[src/rtl/conv_addr_gen.sv]
// Convolution window read-address generator: sweeps every k x k window of an
// output tile and streams one feature-map word address per valid/ready beat.
module conv_addr_gen #(
  parameter int AW   = 11,
  parameter int DIMW = 8,
  parameter int KW   = 3,
  parameter int SW   = 2
) (
  input  logic            clk,
  input  logic            rst,
  input  logic            start,
  input  logic [AW-1:0]   cfg_base,
  input  logic [AW-1:0]   cfg_pitch,
  input  logic [DIMW-1:0] cfg_out_w,
  input  logic [DIMW-1:0] cfg_out_h,
  input  logic [KW-1:0]   cfg_k,
  input  logic [SW-1:0]   cfg_stride,
  output logic [AW-1:0]   m_addr,
  output logic            m_addr_first,
  output logic            m_addr_last,
  output logic            m_addr_valid,
  input  logic            m_addr_ready,
  output logic            busy,
  output logic            done
);

  typedef enum logic [1:0] {IDLE, RUN, FIN} state_t;

  state_t          state_q;
  logic [AW-1:0]   pitch_q, stride_q, row_step_q;
  logic [KW-1:0]   km1_q, kx_q, ky_q;
  logic [DIMW-1:0] wm1_q, hm1_q, ox_q, oy_q;
  logic [AW-1:0]   row_q, win_q, krow_q;
  logic [AW-1:0]   m_addr_q;
  logic            first_q, last_q, valid_q, busy_q, done_q;

  logic [KW-1:0]   kx_d, ky_d;
  logic [DIMW-1:0] ox_d, oy_d;
  logic [AW-1:0]   row_d, win_d, krow_d, addr_d;
  logic            first_d, last_d, final_beat;
  logic [AW-1:0]   row_step_cfg;
  logic            cfg_empty;

  assign m_addr       = m_addr_q;
  assign m_addr_first = first_q;
  assign m_addr_last  = last_q;
  assign m_addr_valid = valid_q;
  assign busy         = busy_q;
  assign done         = done_q;

  assign cfg_empty = (cfg_out_w == '0) || (cfg_out_h == '0) || (cfg_k == '0);

  // Vertical window step stride*pitch, built by shift-and-add at start.
  always_comb begin
    row_step_cfg = '0;
    for (int b = 0; b < SW; b++) begin
      if (cfg_stride[b]) row_step_cfg = row_step_cfg + (cfg_pitch << b);
    end
  end

  // Next beat: innermost counter that is not at its maximum advances and the
  // address restarts from the base register one level above it.
  always_comb begin
    kx_d       = kx_q;
    ky_d       = ky_q;
    ox_d       = ox_q;
    oy_d       = oy_q;
    row_d      = row_q;
    win_d      = win_q;
    krow_d     = krow_q;
    addr_d     = m_addr_q;
    final_beat = 1'b0;
    if (kx_q != km1_q) begin
      kx_d   = kx_q + KW'(1);
      addr_d = m_addr_q + AW'(1);
    end else if (ky_q != km1_q) begin
      kx_d   = '0;
      ky_d   = ky_q + KW'(1);
      krow_d = krow_q + pitch_q;
      addr_d = krow_d;
    end else if (ox_q != wm1_q) begin
      kx_d   = '0;
      ky_d   = '0;
      ox_d   = ox_q + DIMW'(1);
      win_d  = win_q + stride_q;
      krow_d = win_d;
      addr_d = win_d;
    end else if (oy_q != hm1_q) begin
      kx_d   = '0;
      ky_d   = '0;
      ox_d   = '0;
      oy_d   = oy_q + DIMW'(1);
      row_d  = row_q + row_step_q;
      win_d  = row_d;
      krow_d = row_d;
      addr_d = row_d;
    end else begin
      final_beat = 1'b1;
    end
    first_d = (ky_d == '0) && (kx_d == '0);
    last_d  = (ky_d == km1_q) && (kx_d == km1_q);
  end

  always_ff @(posedge clk or posedge rst) begin
    if (rst) begin
      state_q    <= IDLE;
      pitch_q    <= '0;
      stride_q   <= '0;
      row_step_q <= '0;
      km1_q      <= '0;
      wm1_q      <= '0;
      hm1_q      <= '0;
      kx_q       <= '0;
      ky_q       <= '0;
      ox_q       <= '0;
      oy_q       <= '0;
      row_q      <= '0;
      win_q      <= '0;
      krow_q     <= '0;
      m_addr_q   <= '0;
      first_q    <= 1'b0;
      last_q     <= 1'b0;
      valid_q    <= 1'b0;
      busy_q     <= 1'b0;
      done_q     <= 1'b0;
    end else begin
      case (state_q)
        IDLE: begin
          done_q <= 1'b0;
          if (start) begin
            pitch_q    <= cfg_pitch;
            stride_q   <= AW'(cfg_stride);
            row_step_q <= row_step_cfg;
            km1_q      <= cfg_k - KW'(1);
            wm1_q      <= cfg_out_w - DIMW'(1);
            hm1_q      <= cfg_out_h - DIMW'(1);
            kx_q       <= '0;
            ky_q       <= '0;
            ox_q       <= '0;
            oy_q       <= '0;
            row_q      <= cfg_base;
            win_q      <= cfg_base;
            krow_q     <= cfg_base;
            m_addr_q   <= cfg_base;
            busy_q     <= 1'b1;
            if (cfg_empty) begin
              done_q  <= 1'b1;
              state_q <= FIN;
            end else begin
              first_q <= 1'b1;
              last_q  <= (cfg_k == KW'(1));
              valid_q <= 1'b1;
              state_q <= RUN;
            end
          end
        end
        RUN: begin
          if (valid_q && m_addr_ready) begin
            if (final_beat) begin
              valid_q <= 1'b0;
              first_q <= 1'b0;
              last_q  <= 1'b0;
              done_q  <= 1'b1;
              state_q <= FIN;
            end else begin
              kx_q     <= kx_d;
              ky_q     <= ky_d;
              ox_q     <= ox_d;
              oy_q     <= oy_d;
              row_q    <= row_d;
              win_q    <= win_d;
              krow_q   <= krow_d;
              m_addr_q <= addr_d;
              first_q  <= first_d;
              last_q   <= last_d;
            end
          end
        end
        FIN: begin
          done_q  <= 1'b0;
          busy_q  <= 1'b0;
          state_q <= IDLE;
        end
        default: state_q <= IDLE;
      endcase
    end
  end

endmodule

[config.mk]
export PLATFORM = sky130hd
export DESIGN_NAME = conv_addr_gen
export DESIGN_NICKNAME = d
export VERILOG_FILES = /design/src/rtl/conv_addr_gen.sv
export SDC_FILE = /design/constraint.sdc
export NUM_CORES = 1
export LEC_CHECK = 0
export ABC_AREA = 1
export BUFFER_PORTS_ARGS = -buffer_cell sky130_fd_sc_hd__buf_2
export CAP_MARGIN = 20
export CORE_MARGIN = 10
export CORE_UTILIZATION = 25
export CTS_BUF_LIST = sky130_fd_sc_hd__clkbuf_8
export DETAILED_ROUTE_END_ITERATION = 12
export GPL_TIMING_DRIVEN = 0
export SKIP_LAST_GASP = 1
export SLEW_MARGIN = 5
export SYNTH_ARGS = -nofsm -noshare
export SYNTH_HDL_FRONTEND = slang
export SYNTH_SLANG_ARGS = --single-unit
[constraint.sdc]
create_clock -name clk -period 3.9 [get_ports clk]
set_input_delay 0.195 -clock clk [delete_from_list [all_inputs] [get_ports clk]]
set_output_delay 0.195 -clock clk [all_outputs]
set_load 0.05 [all_outputs]
# After elaboration in Yosys (flattened, before gate mapping)
# Index checks and enable logic that the tools add are counted.
# classes
add_sub_neg	12
eq_ne	21
n_mux	84
n_reduce_logical	25
# op_table
operator	n
two-way mux 11 bit	21
two-way mux 8 bit	13
one-hot mux 11 bit (2 select lines)	4
two-way mux 3 bit	13
adder 11 bit	3
one-hot mux 8 bit (2 select lines)	2
two-way mux 1 bit	19
!= test 2 bit (second input constant)	9
adder 8 x 1 -> 8 bit (second input constant)	2
logical NOT 8 bit	2
!= test 8 bit	2
subtractor 8 x 1 -> 8 bit (second input constant)	2
one-hot mux 3 bit (2 select lines)	2
adder 11 x 1 -> 11 bit (second input constant)	1
adder 11 x 2 -> 11 bit	1
AND reduction 5 bit	2
logical NOT 3 bit	3
two-way mux 2 bit	4
one-hot mux 1 bit (2 select lines)	4
AND reduction 4 bit	2
AND reduction 8 bit	1
AND reduction 7 bit	1
adder 3 x 1 -> 3 bit (second input constant)	2
equality test 3 bit	2
18 further kinds	25
# totals
ff_bits	116
in_bits	47
output_inout_bits	16
wordCells	162

# Logic depth before layout (Yosys ltp)
# Gate-level depths: netlist of the first run.
# logic_depth
ltp_word	10
mapped_depth	16
depth_no_buf	15

# Least setup slack after synthesis of the first run
# No wires, ideal clock.
# synth_path
path_type	input to register
from	input cfg_stride[0]
to	register row_step_q[9]
setup_time_ps	123
t_arrival_ps	2026
required_ps	3777
path_slack_ps	1751
path_stages	15
n_path_buf	1
cell_sequence	clkbuf_1 -> nand2_1 -> inv_1 -> ha_1 -> fa_1 -> nand3_1 -> nand2_1 -> nand2_1 -> nand2_1 -> a21oi_1 -> nor2_1 -> o21ai_0 -> a21oi_1 -> o21ai_0 -> nand2_1
# synth_between
elab_chain_len	3
# synth_rtl
element	line	text
start: declaration	17	input logic [SW-1:0] cfg_stride,
two-way mux 11 bit (*)	57	if (cfg_stride[b]) row_step_cfg = row_step_cfg + (cfg_pitch << b);
adder 11 bit	57	
two-way mux 11 bit (*)	57	
end signal: assignment	133	row_step_q <= row_step_cfg;
end: declaration	30	logic [AW-1:0] pitch_q, stride_q, row_step_q;
# Every way passes the cells marked *; elsewhere a longest branch is shown, timed or not.
# A chain may end at the register's enable or synchronous reset.

# Worst setup path after layout of the first run
# layout_path
from	register row_step_q[0]
to	register krow_q[6]
# layout_between
elab_chain_len	8
# layout_rtl
element	line	text
adder 11 bit	93	row_d = row_q + row_step_q;
two-way mux 11 bit	88	end else if (oy_q != hm1_q) begin
two-way mux 11 bit	81	end else if (ox_q != wm1_q) begin
two-way mux 11 bit	76	end else if (ky_q != km1_q) begin
two-way mux 11 bit	73	if (kx_q != km1_q) begin
two-way mux 11 bit	159	if (final_beat) begin
two-way mux 11 bit	158	if (valid_q && m_addr_ready) begin
one-hot mux 11 bit (2 select lines)	127	case (state_q)
end signal: assignment	143	krow_q <= cfg_base;
end signal: assignment	172	krow_q <= krow_d;
end: declaration	33	logic [AW-1:0] row_q, win_q, krow_q;
# Every way passes these cells. The select of a mux whose other input is x is not followed.

==> flow_summary_export.csv, run 1 <==
group,metric,value,unit
synth,yosysTopAreaCell,"dfrtp_1",
cells_and_area,nets,1350,
route,drt_wl_total,25400,µm
sta,period_needed,2.58,ns
die,rows,66,
synth,synth_seq_area_share,0.352,
setup_path,crit_fanout,3,
sta,finalHoldViolCount,0,
synth,synth_cell_type_count,50,
synth,synthCells,1163,
die,die_x,202,µm
clock_network,cts.clk_slew.worst_paths,0.08,ns
placed_design,dpl.cell_count,1668,
clock_network,cts_tree,"done",
clock_network,clockRootBuffer,"clkbuf_8",
route,via_per_inst,4.61,
clock_network,cts-htree-levels,4,
pwr,max-vdd-ir-drop,0.279,mV
cells_and_area,diodes,0,
grt,grt_usage,0.126,
sta,fin_crit_sh,0.662,
grt,grt_max_degree,71,
die,start_util,0.253,
setup_path,crit_path_cell_trace,"ha_1 > fa_1 > nand3_1 > nand3_1 > a21oi_1 > xor2_1 > o21ai_0 > nand2_1 > nand3_1 > nand3_1 > o21a_1",
pwr,share_clk_of_total_power,0.135,
die,fp.dieH,202,µm
pwr,pwr-share-seq,0.261,
clock_network,post-cts-setup-buffer-count,0,
clock_network,cts_max_path_buffers,2,
sta,fin_skew,0.0135,ns
setup_path,slowest_delay,0.42,ns
cells_and_area,syn2layout_area_growth,16.4,%
pwr,p_sw_frac,0.530,
setup_path,reg2reg_depth,11,
worst_hold_path,holdPathStages,3,
synth,synth_most_common_cell,"nand2_1",
pwr,combPwrFrac,0.604,
cells_and_area,nFillCells,3565,
setup_path,path_common_cell,"nand3_1",
cells_and_area,final_area,0.00960,mm²
flow_run,drv_cap,0,
setup_path,end_kind,"register",
setup_path,crit_start,"row_step_q[0]",
sta,slew_viol_final,0,
synth,synth_top_area_frac,0.352,
clock_network,insertion_delay,0.47,ns
grt,grt_pass1_vias,7666,
synth,synth-async-reset-ratio,1.00,
setup_path,cp.arrival,2.95,ns
synth,synth-edff-count,0,
clock_network,cts_buffers,17,
setup_path,crit_path_top_delay_cell,"fa_1",
synth,syn_avg_cell_area,7.09,µm²
sta,finalSetupViolCount,0,
sta,relSlewSlack,0.526,
route,drtIter0Drc,565,
route,postRouteAntennaNets,0,
setup_path,startpoint_type,"register",
grt,grt_antenna_before_repair,0,
worst_hold_path,hold_class,"input pin to register",
sta,rsz0062_at_grt,"false",
synth,syn_nets,1261,
route,drc,0,
die,core,0.0325,mm²
synth,ys_seq_elements,116,
run_status,outcome,"finished, final reports clean",
cells_and_area,drive_above_1_share,0.108,
clock_network,clock_sinks,116,
placed_design,gp_congestion,0.873,
synth,synth_area,0.00825,mm²
route,vias,7862,
synth,yosysWarnings,0,
sta,worstMarginPinSlew,0.711,ns
route,wl_per_cell,14.9,µm
synth,yosys-top-cells-count,"nand2_1 (337), inv_1 (145), dfrtp_1 (116), nor2_1 (92), o21ai_0 (89)",
synth,ys.flop_type,"dfrtp_1",
pwr,power.internal,3.95,mW
die,ios,63,
setup_path,required,4.26,ns
pwr,p_leak,4.80,nW
grt,grt_pass1_wl,41400,µm
route,firstDrtPassIters,7,
cells_and_area,layoutNonFillerInstCount,1707,
synth,netlist_top_cells_area,"dfrtp_1 (35%), nand2_1 (15%), ha_1 (7.1%), inv_1 (6.6%), o21ai_0 (5.4%)",
die,dieArea,0.0407,mm²
placed_design,portBuffers,62,
sta,fmax,387,MHz
setup_path,crit_type,"register to register",
worst_hold_path,hp-start,"cfg_pitch[8]",
pwr,switchingPower,4.45,mW
placed_design,post-dp-hpwl,20000,µm
placed_design,placed_area,0.00914,mm²
setup_path,r2r-start,"row_step_q[0]",
grt,gr-total-overflow,0,
pwr,power_density,875,mW/mm²
==> registers in the layout (all words and copies together), names as in the netlist, 8 cells and up <==
register    cells
hm1_q           8
krow_q         11
m_addr         11
ox_q            8
oy_q            8
pitch_q        11
row_q          11
row_step_q     11
win_q          11
wm1_q           8
==> repair_timing <==
item,CTS,global route
hold endpoints to repair,52,0
gates resized for setup,0,0
hold buffers,7,0
==> layout by cell type, fill, tap and decap left out, types with 6 or more instances in the layout <==
| cell | count |
|---|---|
| nand4_1 | 17 |
| inv_2 | 7 |
| clkbuf_1 | 15 |
| o21ai_1 | 10 |
| o21a_1 | 10 |
| xnor2_1 | 14 |
| a22oi_1 | 6 |
| ha_1 | 47 |
| clkbuf_8 | 19 |
| inv_1 | 144 |
| nor2_1 | 92 |
| nor3_1 | 12 |
| nand2_1 | 337 |
| nand3_1 | 88 |
| dfrtp_1 | 116 |
| xor2_1 | 26 |
| a21oi_1 | 53 |
| o21ai_0 | 89 |
| buf_2 | 71 |
| dlygate4sd3_1 | 7 |
==> critical path: cells and delay by family (launching register included) <==
family	cells	cell delay, ns
DFF	1	0.40
adders and majority gates	2	0.67
AOI/OAI and AO/OA	3	0.65
and+or+nand+nor	5	0.59
xor gates and xnor gates	1	0.16
==> layout make-up <==
| class | instances | area [µm²] | area share |
|---|---|---|---|
| timing repair buffer | 70 | 408 | 0.0425 |
| clock buffer | 19 | 262 | 0.0272 |
| sequential | 116 | 2900 | 0.302 |
| buffer | 30 | 146 | 0.0153 |
| inverter | 153 | 579 | 0.0604 |
| tap | 442 | 553 | 0.0576 |
| clock inverter | 13 | 123 | 0.0128 |
| multi-input combinational | 864 | 4620 | 0.482 |
==> power by group through the flow <==
stage / combinational [mW] / clock (mW) / sequential (mW)
detailed placement: 5.03 / 0 / 2.21
floorplan: 3.51 / 0 / 2.31
global placement: 4.98 / 0 / 2.20
global route: 5.73 / 1.20 / 2.26
CTS: 5.06 / 1.14 / 2.19
finish: 5.07 / 1.13 / 2.20
==> final timing paths <==
| check | to | slack [ns] |
|---|---|---|
| max in group asynchronous | row_q[10] | 2.85 |
| max reg2reg | krow_q[6] | 1.32 |
| min in group asynchronous | wm1_q[2] | 0.33 |
| max | krow_q[6] | 1.32 |
| min | pitch_q[8] | 0.01 |
| min reg2reg | win_q[0] | 0.49 |
==> layer usage <==
| layer | track usage | vias up | share of wire |
|---|---|---|---|
| li1 | - | 3971 | - |
| met1 | 0.167 | 3665 | 0.48 |
| met2 | 0.201 | 190 | 0.45 |
| met3 | 0.0244 | 36 | 0.043 |
| met4 | 0.0430 | 0 | 0.024 |
| met5 | 0 | - | 0 |
==> cell families after synthesis <==
logic type,share of synthesized area
flip-flops,0.352
AO/OA/AOI/OAI,0.143
buffers and inverters,0.0874
AND/OR/NAND/NOR,0.288
XOR/XNOR,0.0484
adder cells (fa/ha/maj),0.0810
==> through the flow <==
step	total power [mW]	setup slack (ns)	setup TNS (ns)	hold WS (ns)	util
floorplan	5.82	0.633	0	0.305	-
global route	9.19	1.05	0	0.0115	0.295
CTS	8.39	1.33	0	0.00112	0.295
detailed placement	7.23	1.27	0	0.273	0.281
global placement	7.18	-1.07	-123.26	0.418	0.280
finish	8.40	1.32	0	0.0100	0.295
Power figures use the tool's default switching activity.
==> run 2: changes to the inputs <==
clock period = 2.51 ns   (was 3.9 ns; I/O delays follow)
==> run 2 against run 1 <==
  * Clock skew is 0.0027 ns higher
  * Fmax is 8.5% higher
  * Critical endpoint is now m_addr[6]
  * Sequential power is 55% higher
  * Routed wire length is 0.59% higher
  * Worst hold slack better by 0.0097 ns
  * Non-clock buffer count is 20 higher
  * Clock-buffer cell count is 3 higher
  * Critical path depth is 1 higher
  * Die area stayed put
  * Via count is 0.42% lower
  * Largest power group unchanged
==> flow_summary_export.csv, run 2 (same netlist as run 1, synthesis figures left out) <==
group,metric,value,unit
setup_path,crit_path_top_delay_cell,"fa_1",
route,firstDrtPassIters,5,
cells_and_area,final_core_util,0.305,
route,postRouteAntennaNets,0,
clock_network,cts_tree,"done",
clock_network,clockRootBuffer,"clkbuf_8",
die,start_util,0.253,
route,wl_per_cell,14.8,µm
cells_and_area,seq_area,0.00290,mm²
setup_path,cp.arrival,2.71,ns
grt,grt_usage,0.127,
route,drt_wl_total,25500,µm
cells_and_area,drive_above_1_share,0.118,
run_status,outcome,"finished, final reports clean",
clock_network,cts_max_path_buffers,2,
die,ios,63,
setup_path,required,2.84,ns
clock_network,cts-htree-levels,4,
setup_path,slowest_delay,0.42,ns
route,drtIter0Drc,418,
sta,fin_crit_sh,0.949,
setup_path,end_kind,"register",
setup_path,crit_type,"register to register",
die,core,0.0325,mm²
placed_design,place_ws,-0.0673,ns
sta,fin_skew,0.0162,ns
route,via_per_inst,4.54,
placed_design,gp_congestion,0.875,
cells_and_area,syn2layout_area_growth,20.2,%
sta,period_needed,2.38,ns
grt,gr-total-overflow,0,
setup_path,r2r_setup_slack,0.13,ns
cells_and_area,nFillCells,3605,
worst_hold_path,hold_class,"input pin to register",
setup_path,startpoint_type,"register",
clock_network,cts.clk_slew.worst_paths,0.08,ns
route,drc,0,
pwr,power_density,1350,mW/mm²
sta,worstMarginPinSlew,0.723,ns
die,rows,66,
die,die_x,202,µm
setup_path,crit_fanout,3,
cells_and_area,final_common_cell,"nand2_1",
die,dieArea,0.0407,mm²
grt,grt_pass1_wl,41400,µm
flow_run,drv_cap,0,
setup_path,crit_path_cell_trace,"ha_1 > fa_1 > nand3_1 > nand3_2 > a21oi_4 > xor2_2 > o21ai_1 > nand2_1 > nand3_2 > nand3_1 > nand2_1 > o21ai_1",
grt,grt_antenna_before_repair,0,
pwr,max-vdd-ir-drop,0.382,mV
sta,finalHoldViolCount,0,
sta,rsz0062_at_grt,"true",
route,vias,7829,
die,fp.dieH,202,µm
sta,relSlewSlack,0.518,
sta,fmax,420,MHz
sta,slew_viol_final,0,
sta,finalSetupViolCount,0,
pwr,p_leak,4.94,nW
clock_network,cts_buffers,17,
grt,grt_pass1_vias,7706,
placed_design,post-dp-hpwl,20200,µm
cells_and_area,diodes,0,
placed_design,portBuffers,62,
clock_network,insertion_delay,0.46,ns
cells_and_area,nets,1370,
cells_and_area,multi_input_area,0.00468,mm²
sta,layout_setup_ws,0.128,ns
setup_path,crit_buf_inv,0,
cells_and_area,final_cell_mix,"nand2_1 (337), inv_1 (143), dfrtp_1 (116)",
setup_path,cp_top_family,"adder cells",
clock_network,clock_sinks,116,
grt,grt_max_degree,40,
-- run 2: changes by cell type in the layout (fill, tap and decap cells not counted), sizes merged --
| cell | before | now |
|---|---|---|
| buf | 78 | 81 |
| dlygate4sd3 | 7 | 23 |
| clkinv | 5 | 4 |
| bufinv | 1 | 3 |
| inv | 156 | 151 |
| clkinvlp | 4 | 3 |
| clkbuf | 34 | 38 |
-- run 2: stage by stage --
stage          hold slack (ns)  area [µm²]  std cells  total power, mW  setup TNS, ns
3_5_place_dp             0.221        9180       1670             11.3         -0.191
3_3_place_gp             0.348        9110       1667             11.2         -0.190
6_report                0.0197        9910       1725             13.4              0
5_1_grt                0.00328        9910       1725             14.6        -0.0111
2_1_floorplan            0.235        8250       1163             9.04              0
4_1_cts                0.00316        9840       1723             13.3              0
-- run 2: repair_timing --
| item | 4_1_cts | 5_1_grt |
|---|---|---|
| hold buffers | 23 | 0 |
| endpoints found under the setup margin | 8 | 57 |
| endpoints found under the hold margin | 43 | 0 |
| gates resized for setup | 2 | 19 |
| pin swaps | 0 | 1 |
| setup buffers | 0 | 2 |
-- run 2: cell type report --
cell class                 count  share of cell area
multi-input combinational    864               0.472
inverter                     153              0.0585
clock inverter                 8              0.0125
buffer                        30              0.0153
tap                          442              0.0558
timing repair buffer          90              0.0621
clock buffer                  22              0.0306
sequential                   116               0.293
-- run 2: power by group --
group          switching [mW]  internal (mW)  total, mW
clock network           0.813           1.10       1.92
logic                    5.34           2.72       8.06
registers               0.735           2.68       3.41
total                    6.89           6.50       13.4
-- run 2: worst register-to-register path: stages, from the launching register on --
cell     delay [ns]
dfrtp_1        0.40
ha_1           0.26
fa_1           0.42
nand3_1        0.11
nand3_2        0.14
a21oi_4        0.23
xor2_2         0.10
o21ai_1        0.17
nand2_1        0.11
nand3_2        0.12
nand3_1        0.09
nand2_1        0.07
o21ai_1        0.06
-- run 2: path summary, 6_finish.rpt --
| path | cells after the start | from | end |
|---|---|---|---|
| min in group asynchronous | 3 | rst | state_q[1] |
| worst max register to register | 12 | row_step_q[0] | m_addr[6] |
| worst min register to register | 2 | win_q[0] | win_q[0] |
| worst max-delay path | 12 | row_step_q[0] | m_addr[6] |
| max in group asynchronous | 5 | rst | pitch_q[5] |
| worst min-delay path | 4 | cfg_stride[1] | row_step_q[9] |
-- run 2: layer usage --
metal / global-route usage / part of all wire
met3: 0.0223 / 0.039
met1: 0.167 / 0.49
met2: 0.205 / 0.46
met4: 0.0395 / 0.018
met5: 0 / 0
==> run 3: changes to the inputs <==
MAX_ROUTING_LAYER = met4   (was unset)
==> run 3 against run 2 <==
  * Register-to-register slack better by 0.04 ns
  * Sequential share of layout area is 0.12 points higher
  * Clock-buffer cell count is 4 lower
  * Worst setup slack improved by 0.043 ns
  * Critical path type unchanged
  * Largest power group unchanged
==> flow_summary_export.csv, run 3 (same netlist as run 1, synthesis figures left out) <==
group,metric,value,unit
run_status,outcome,"finished, final reports clean",
cells_and_area,layoutNonFillerInstCount,1726,
grt,grt_usage,0.131,
grt,grt_max_degree,40,
sta,fin_skew,0.0172,ns
route,firstDrtPassIters,6,
placed_design,portBuffers,62,
pwr,power.total,13.2,mW
pwr,power_density,1340,mW/mm²
clock_network,cts.clk_slew.worst_paths,0.08,ns
setup_path,cp.arrival,2.68,ns
route,vias,7839,
setup_path,r2r-start,"state_q[0]",
placed_design,post-dp-hpwl,20300,µm
sta,period_needed,2.34,ns
setup_path,reg2reg_depth,14,
die,fp.dieH,202,µm
die,dieArea,0.0407,mm²
pwr,pwr-share-seq,0.258,
worst_hold_path,hold_class,"input pin to register",
route,drt_wl_total,25700,µm
pwr,combPwrFrac,0.613,
sta,finalHoldViolCount,0,
placed_design,placed_area,0.00918,mm²
sta,slew_viol_final,0,
cells_and_area,final_cell_mix,"nand2_1 (337), inv_1 (143), dfrtp_1 (116)",
sta,finalSetupViolCount,0,
clock_network,cts-htree-levels,4,
setup_path,reg2reg_to,"row_q[6]",
pwr,max-vdd-ir-drop,0.403,mV
route,drtIter0Drc,516,
pwr,p_leak,4.89,nW
pwr,share_clk_of_total_power,0.129,
clock_network,cts_max_path_buffers,2,
die,die_x,202,µm
sta,fin_crit_sh,0.932,
die,core,0.0325,mm²
setup_path,startpoint_type,"register",
setup_path,end_kind,"register",
clock_network,insertion_delay,0.46,ns
route,drc,0,
setup_path,crit_type,"register to register",
clock_network,cts_buffers,17,
pwr,switchingPower,7.01,mW
setup_path,r2r_setup_slack,0.17,ns
clock_network,clockRootBuffer,"clkbuf_8",
sta,relSlewSlack,0.522,
die,start_util,0.253,
worst_hold_path,min_to,"row_step_q[9]",
setup_path,crit_fanout,10,
grt,gr-total-overflow,0,
grt,grt_antenna_before_repair,0,
cells_and_area,drive_above_1_share,0.121,
placed_design,gp_congestion,0.893,
cells_and_area,syn2layout_area_growth,19.7,%
sta,fmax,428,MHz
grt,grt_pass1_wl,41700,µm
grt,grt_pass1_vias,7798,
route,via_per_inst,4.54,
clock_network,cts_tree,"done",
worst_hold_path,hp-start,"cfg_stride[1]",
cells_and_area,final_common_cell,"nand2_1",
sta,worstMarginPinSlew,0.716,ns
die,ios,63,
flow_run,drv_cap,0,
cells_and_area,diodes,0,
worst_hold_path,holdPathStages,4,
placed_design,dpl.cell_count,1670,
cells_and_area,nFillCells,3581,
pwr,power.internal,6.22,mW
setup_path,required,2.85,ns
cells_and_area,nets,1369,
clock_network,clock_sinks,116,
route,postRouteAntennaNets,0,
cells_and_area,final_area,0.00987,mm²
die,rows,66,
route,wl_per_cell,14.9,µm
pwr,p_sw_frac,0.530,
==> run 3: cell count changes in the layout (fill, tap and decap cells not counted), sizes merged <==
cell      previous run  this run
bufinv               3         1
clkbuf              38        33
clkinv               4         7
clkinvlp             3         6
inv                151       153
==> run 3: layout make-up <==
cell class | count | area, µm² | share of cell area
clock inverter | 14 | 130 | 0.0132
multi-input combinational | 864 | 4690 | 0.476
timing repair buffer | 89 | 608 | 0.0616
tap | 442 | 553 | 0.0560
inverter | 153 | 582 | 0.0589
clock buffer | 18 | 248 | 0.0251
buffer | 30 | 154 | 0.0156
sequential | 116 | 2900 | 0.294
==> run 3: repair_timing <==
action | in CTS | in global routing
endpoints found under the hold margin | 42 | 0
hold buffers | 23 | 0
buffers inserted | 0 | 1
endpoints found under the setup margin | 9 | 76
gates resized for setup | 2 | 27
pin swaps | 0 | 1
==> run 3: power groups by stage <==
stage	Sequential (mW)	Combinational, mW	Clock, mW
floorplan	3.59	5.45	0
global placement	3.41	7.78	0
CTS	3.40	7.94	1.75
global route	3.51	9.15	1.83
finish	3.41	8.11	1.71
detailed placement	3.42	7.86	0
==> run 3: critical path: stages (launching register included) <==
cell and delay [ns]:
dfrtp_1 0.39, inv_1 0.09, ha_1 0.23, inv_1 0.14
nor2_1 0.05, inv_1 0.07, nand2_1 0.11, a21oi_4 0.18
inv_2 0.10, a21oi_4 0.20, o21ai_2 0.11, inv_2 0.11
buf_6 0.16, nand3_1 0.12, o21a_1 0.14
==> run 3: metal layers <==
layer  GRT usage  wire [µm]
met1       0.168      12400
met2       0.209      11900
met3      0.0167        922
met4      0.0424        489
met5           -          0
==> run 3: worst max-delay path by stage <==
| stage | from | end | cells past startpoint |
|---|---|---|---|
| finish | state_q[0] | row_q[6] | 14 |
| CTS | state_q[1] | krow_q[7] | 12 |
| detailed placement | cfg_stride[0] | row_step_q[9] | 16 |
| global placement | cfg_stride[0] | row_step_q[9] | 16 |
| floorplan | row_step_q[0] | m_addr[6] | 12 |
| global route | state_q[1] | row_q[6] | 13 |
==> run 3: through the flow <==
stage | setup slack [ns] | hold slack, ns | util | setup TNS, ns
3_3_place_gp | -0.0612 | 0.350 | 0.280 | -0.170
6_report | 0.171 | 0.0171 | 0.303 | 0
4_1_cts | 0.0231 | 0.00157 | 0.301 | 0
2_1_floorplan | 0.402 | 0.235 | - | 0
3_5_place_dp | -0.0714 | 0.226 | 0.282 | -0.234
5_1_grt | -0.00363 | 0.0318 | 0.303 | -0.00363
